## config.mk

```make
export PLATFORM = sky130hd
export DESIGN_NAME = mdu_iter
export DESIGN_NICKNAME = d
export VERILOG_FILES = /design/src/rtl/mdu_pkg.sv /design/src/rtl/mdu_ctrl.sv /design/src/rtl/mdu_iter.sv
export SDC_FILE = /design/constraint.sdc
export NUM_CORES = 1
export LEC_CHECK = 0
export CAP_MARGIN = 10
export CORE_MARGIN = 1
export CORE_UTILIZATION = 60
export DETAILED_ROUTE_END_ITERATION = 6
export PLACE_DENSITY = 0.82
export SLEW_MARGIN = 15
export SYNTH_ARGS = -nofsm -noshare
export SYNTH_HDL_FRONTEND = slang
export SYNTH_SLANG_ARGS = --single-unit
```

## constraint.sdc

```tcl
create_clock -name clk -period 9.3 [get_ports clk]
set_input_delay 1.86 -clock clk [delete_from_list [all_inputs] [get_ports clk]]
set_output_delay 1.86 -clock clk [all_outputs]
set_load 0.005 [all_outputs]
```

## src/rtl/mdu_pkg.sv

```systemverilog
// Shared encodings for the iterative multiply/divide unit.
package mdu_pkg;

  localparam logic [1:0] OP_UMUL = 2'b00;
  localparam logic [1:0] OP_SMUL = 2'b01;
  localparam logic [1:0] OP_UDIV = 2'b10;
  localparam logic [1:0] OP_SDIV = 2'b11;

  typedef enum logic [1:0] {S_IDLE, S_RUN, S_FIX, S_DONE} state_t;

  localparam int FL_N  = 3;
  localparam int FL_Z  = 2;
  localparam int FL_DZ = 1;
  localparam int FL_OV = 0;

endpackage

```

## src/rtl/mdu_ctrl.sv

```systemverilog
// Sequencer for mdu_iter: issue handshake, iteration counter, result strobes.
// state  | meaning
// S_IDLE | ready for issue
// S_RUN  | one datapath iteration per cycle, WIDTH cycles
// S_FIX  | sign fix / special cases, outputs registered
// S_DONE | res_valid pulse
module mdu_ctrl
  import mdu_pkg::*;
#(
  parameter int WIDTH = 32,
  parameter int CNTW  = 6
) (
  input  logic clk,
  input  logic reset,
  input  logic start,
  input  logic flush,
  output logic ready,
  output logic res_valid,
  output logic load,
  output logic step,
  output logic commit
);

  state_t            state, state_nxt;
  logic [CNTW-1:0]   cnt;

  always_ff @(posedge clk) begin
    if (reset) begin
      state <= S_IDLE;
      cnt   <= '0;
    end else begin
      state <= state_nxt;
      if (load)
        cnt <= CNTW'(WIDTH);
      else if (step)
        cnt <= cnt - CNTW'(1);
    end
  end

  always_comb begin
    state_nxt = state;
    load      = 1'b0;
    step      = 1'b0;
    commit    = 1'b0;
    case (state)
      S_IDLE: begin
        // flush outranks start, so a simultaneous pair is not an issue
        if (start && !flush) begin
          load      = 1'b1;
          state_nxt = S_RUN;
        end
      end
      S_RUN: begin
        if (flush) begin
          state_nxt = S_IDLE;
        end else begin
          step = 1'b1;
          if (cnt == CNTW'(1))
            state_nxt = S_FIX;
        end
      end
      S_FIX: begin
        if (flush) begin
          state_nxt = S_IDLE;
        end else begin
          commit    = 1'b1;
          state_nxt = S_DONE;
        end
      end
      S_DONE:  state_nxt = S_IDLE;
      default: state_nxt = S_IDLE;
    endcase
  end

  assign ready     = (state == S_IDLE);
  assign res_valid = (state == S_DONE);

endmodule

```

## src/rtl/mdu_iter.sv

```systemverilog
// Iterative multiply/divide: shift-add multiply and restoring divide on
// operand magnitudes, with sign correction and special cases applied in FIX.
module mdu_iter
  import mdu_pkg::*;
#(
  parameter int WIDTH = 32
) (
  input  logic             clk,
  input  logic             reset,
  input  logic             start,
  input  logic [1:0]       op,
  input  logic [WIDTH-1:0] a,
  input  logic [WIDTH-1:0] b,
  input  logic             flush,
  output logic             ready,
  output logic             res_valid,
  output logic [WIDTH-1:0] res_hi,
  output logic [WIDTH-1:0] res_lo,
  output logic [3:0]       flags
);

  localparam int CNTW = $clog2(WIDTH + 1);
  localparam logic [WIDTH-1:0] MIN_VAL = {1'b1, {(WIDTH-1){1'b0}}};

  logic load, step, commit;

  mdu_ctrl #(.WIDTH(WIDTH), .CNTW(CNTW)) u_ctrl (
    .clk       (clk),
    .reset     (reset),
    .start     (start),
    .flush     (flush),
    .ready     (ready),
    .res_valid (res_valid),
    .load      (load),
    .step      (step),
    .commit    (commit)
  );

  logic             op_div, op_sgn, sa, sb;
  logic [WIDTH-1:0] mag_a, mag_b;

  always_comb begin
    op_div = (op == OP_UDIV) || (op == OP_SDIV);
    op_sgn = (op == OP_SMUL) || (op == OP_SDIV);
    sa     = op_sgn & a[WIDTH-1];
    sb     = op_sgn & b[WIDTH-1];
    mag_a  = sa ? -a : a;
    mag_b  = sb ? -b : b;
  end

  // acc_hi:acc_lo is the product (mul) or remainder:dividend/quotient (div)
  logic             div_q, neg_q, neg_r, dz_q, ov_q;
  logic [WIDTH-1:0] a_q, m_q, acc_hi, acc_lo;
  logic [WIDTH-1:0] hi_nxt, lo_nxt;
  logic [WIDTH:0]   add_sum, shifted, trial;

  always_comb begin
    add_sum = {1'b0, acc_hi} + (acc_lo[0] ? {1'b0, m_q} : '0);
    shifted = {acc_hi, acc_lo[WIDTH-1]};
    trial   = shifted - {1'b0, m_q};
    if (div_q) begin
      lo_nxt = {acc_lo[WIDTH-2:0], ~trial[WIDTH]};
      hi_nxt = trial[WIDTH] ? shifted[WIDTH-1:0] : trial[WIDTH-1:0];
    end else begin
      hi_nxt = add_sum[WIDTH:1];
      lo_nxt = {add_sum[0], acc_lo[WIDTH-1:1]};
    end
  end

  logic [2*WIDTH-1:0] prod;
  logic [WIDTH-1:0]   quo, rem, fix_hi, fix_lo;
  logic [3:0]         fix_flags;

  always_comb begin
    prod = {acc_hi, acc_lo};
    if (neg_q)
      prod = -prod;
    quo = acc_lo;
    if (neg_q)
      quo = -acc_lo;
    rem = acc_hi;
    if (neg_r)
      rem = -acc_hi;
    fix_hi    = prod[2*WIDTH-1:WIDTH];
    fix_lo    = prod[WIDTH-1:0];
    fix_flags = '0;
    if (div_q) begin
      fix_hi = rem;
      fix_lo = quo;
      if (dz_q) begin
        fix_hi = a_q;
        fix_lo = '1;
      end else if (ov_q) begin
        fix_hi = '0;
        fix_lo = MIN_VAL;
      end
      fix_flags[FL_N]  = fix_lo[WIDTH-1];
      fix_flags[FL_Z]  = (fix_lo == '0);
      fix_flags[FL_DZ] = dz_q;
      fix_flags[FL_OV] = ov_q;
    end else begin
      fix_flags[FL_N] = fix_hi[WIDTH-1];
      fix_flags[FL_Z] = (prod == '0);
    end
  end

  always_ff @(posedge clk) begin
    if (reset) begin
      div_q  <= 1'b0;
      neg_q  <= 1'b0;
      neg_r  <= 1'b0;
      dz_q   <= 1'b0;
      ov_q   <= 1'b0;
      a_q    <= '0;
      m_q    <= '0;
      acc_hi <= '0;
      acc_lo <= '0;
      res_hi <= '0;
      res_lo <= '0;
      flags  <= '0;
    end else begin
      if (load) begin
        div_q  <= op_div;
        neg_q  <= sa ^ sb;
        neg_r  <= sa;
        dz_q   <= op_div && (b == '0);
        ov_q   <= (op == OP_SDIV) && (a == MIN_VAL) && (b == '1);
        a_q    <= a;
        m_q    <= op_div ? mag_b : mag_a;
        acc_hi <= '0;
        acc_lo <= op_div ? mag_a : mag_b;
      end else if (step) begin
        acc_hi <= hi_nxt;
        acc_lo <= lo_nxt;
      end
      if (commit) begin
        res_hi <= fix_hi;
        res_lo <= fix_lo;
        flags  <= fix_flags;
      end
    end
  end

endmodule

```

==> qor.csv <==
stage,metric,value,unit
timing,min_period,4.97,ns
power_and_ir_drop,ir_drop,0.000156,V
outcome,status,"finished, final reports clean",
layout,drive_gt1_frac,0.0488,
setup_path,r2r_start,acc_lo[31]$_SDFFE_PP0P_,
clock_network,clk_path_buf_depth,3,
clock_network,cts_root_buf,clkbuf_16,
placement,dp_hpwl,45200,µm
logic_synthesis,synthCells,2406,
logic_synthesis,synth.area.top_cells,"dfxtp_1 (24%), a21oi_1 (7.1%), nand2_1 (6.9%)",
grt,grt_usage,0.414,
setup_path,crit_type,in2reg,
clock_network,clk_pin_slew,0.07,ns
logic_synthesis,synth_top_area_frac,0.244,
setup_path,crit_path_start_kind,input port,
clock_network,cts_hold_buf,0,
drt,ant_nets,0,
clock_network,postCtsSetupBuffers,0,
floorplan,die_area,0.0292,mm²
timing,whs,0.452,ns
grt,antenna_found_initial,1,
logic_synthesis,synth_seq_area_share,0.244,
timing,finalMaxSlewViolations,0,
setup_path,reg2reg_to,acc_hi[14]$_SDFFE_PP0P_,
timing,max_freq,201,MHz
floorplan,die_width,171,µm
power_and_ir_drop,power_density,143,mW/mm²
power_and_ir_drop,p_leak,7.32,nW
timing,fin_skew,0.0233,ns
drt,drt_wl_total,61400,µm
floorplan,start_util,0.614,
worst_hold_path,holdPathStages,2,
setup_path,r2r_cells,13,
layout,antennaDiodeCount,0,
clock_network,worstSkewPairLatency,0.55,ns
setup_path,rrSetupSlack,4.49,ns
worst_hold_path,holdPathEnd,res_hi[18]$_SDFFE_PP0P_,
layout,area_growth_syn_to_layout,12.7,%
drt,drt_iter0_markers,2609,
job,drv_cap,0,
logic_synthesis,synth_warnings,0,
worst_hold_path,hold_path_class,reg2reg,
logic_synthesis,synthFlopType,dfxtp_1,
clock_network,cts_buffers,24,
setup_path,worstPathRequired,9.77,ns
logic_synthesis,synth_edf_count,0,
layout,final_common_cell,nand2_1,
setup_path,cp-end-kind,flop,
grt,grt_pass1_vias,16900,
logic_synthesis,ys_seq_elements,209,
logic_synthesis,ys_types,81,
setup_path,worstPathArrival,5.43,ns
layout,final_nets,2542,
setup_path,cp_max_fo,6,
clock_network,htree_levels,1,
timing,finalSetupViolCount,0,
grt,grt_max_degree,99,
clock_network,clkSinkCount,209,
floorplan,rows,61,
timing,tns,0,ns
drt,drtPass1Iterations,6,
floorplan,core-area,0.0279,mm²
floorplan,ios,140,
timing,max_slew.worst_pin.slew,1.09,ns
logic_synthesis,async_reset_ff_frac,0,
worst_hold_path,worstHoldStart,res_hi[18]$_SDFFE_PP0P_,
clock_network,cts_resized,0,
timing,slew-limit-headroom,0.276,
timing,rsz0062_at_grt,false,
drt,vias,18600,
layout,layout_common_cells,"nand2_1 (314), nor2_1 (286), a21oi_1 (243)",
logic_synthesis,yosysTopAreaCell,dfxtp_1,
drt,viasPerCell,6.65,
drt,route.detailed.drc,0,
logic_synthesis,syn_nets,2550,
grt,grt_pass1_wl,94600,µm
grt,grt.overflow.total,0,
placement,gp_congestion,1.01,
timing,fin_crit_sh,0.534,
drt,wl_per_cell,22.0,µm
logic_synthesis,synth.avg_cell_area,7.12,µm²
floorplan,die_y,171,µm
logic_synthesis,synth_area,0.0171,mm²
timing,hold_viol_final,0,
clock_network,cts_tree,done,
placement,numPortBuffers,139,
critical path: stages:
cell	delay [ns]
clkdlybuf4s50_1	0.50
or4_1	0.67
nor4_1	0.61
and2_1	0.35
nand2_1	0.14
or3_1	0.37
o41ai_1	0.51
nand3_1	0.14
a311oi_1	0.28
layout make-up:
cell class	instances	area, µm²
Timing Repair Buffer	167	1590
Sequential cell	209	4190
Inverter	64	240
Clock buffer	29	659
Clock inverter	15	216
Multi-Input combinational cell	1932	12000
Tap cell	378	473
Fill cell	2464	8610
worst max path at each step:
stage | start | to | slack [ns] | cells after the start
after floorplan | a[2] | m_q[30]$_SDFFE_PP0P_ | 4.98 | 10
after global placement | a[2] | acc_lo[31]$_SDFFE_PP0P_ | 4.17 | 9
after detailed placement | a[2] | acc_lo[31]$_SDFFE_PP0P_ | 3.97 | 9
after CTS | a[2] | acc_lo[31]$_SDFFE_PP0P_ | 4.52 | 9
after global routing | a[2] | acc_lo[31]$_SDFFE_PP0P_ | 4.17 | 9
final | a[2] | acc_lo[31]$_SDFFE_PP0P_ | 4.33 | 9
power by group:
group | switching [W] | internal (W)
Clock | 0.000418 | 0.000622
Sequential | 0.0000520 | 0.000930
Combinational | 0.000465 | 0.000275
Total | 0.000935 | 0.00183
stage by stage:
stage	utilization	instance area, µm²	worst slack, ns	cells	total power (W)
after floorplan	-	17100	4.98	2406	0.00149
after global placement	0.660	18400	4.17	2750	0.00170
final	0.692	19300	4.33	2794	0.00276
after global routing	0.692	19300	4.17	2794	0.00286
after CTS	0.692	19300	4.52	2794	0.00274
after detailed placement	0.660	18400	3.97	2750	0.00171
synthesized netlist by cell type, types with 17 or more instances:
cell	count
nor3_1	69
o221ai_1	17
clkbuf_1	173
nand3_1	42
nand4_1	28
nand2b_1	17
o21ai_0	114
or4_1	17
o211ai_1	70
nor2_1	287
mux2i_1	44
a211oi_1	40
o31ai_1	36
dfxtp_1	209
ha_1	72
inv_1	63
a21o_1	20
a21oi_1	243
nor4_1	27
xor2_1	125
o22ai_1	36
nand2_1	314
xnor2_1	80
or3_1	19
metal layers:
metal	routed length (µm)	part of all wire	track usage	vias to the layer above
met5	0	0	0	-
met4	3250	0.053	0.205	0
met3	6580	0.11	0.0768	173
met2	26700	0.44	0.645	1108
met1	24800	0.40	0.547	8715
li1	-	-	-	8588
sequential cells by signal, summed over array words and instances (netlist names):
name	count
neg_q	1
flags	4
res_hi	32
acc_lo	32
div_q	1
m_q	32
acc_hi	32
ov_q	1
res_lo	32
u_ctrl.state	2
dz_q	1
u_ctrl.cnt	6
neg_r	1
a_q	32
logic make-up after synthesis:
logic type | synth area share
compound gates | 0.264
xor+xnor | 0.105
fa+ha+maj | 0.0549
buf+inv | 0.0603
flops | 0.244
mux | 0.0311
simple gates | 0.241
No activity file was read; power rests on OpenSTA's default activity.
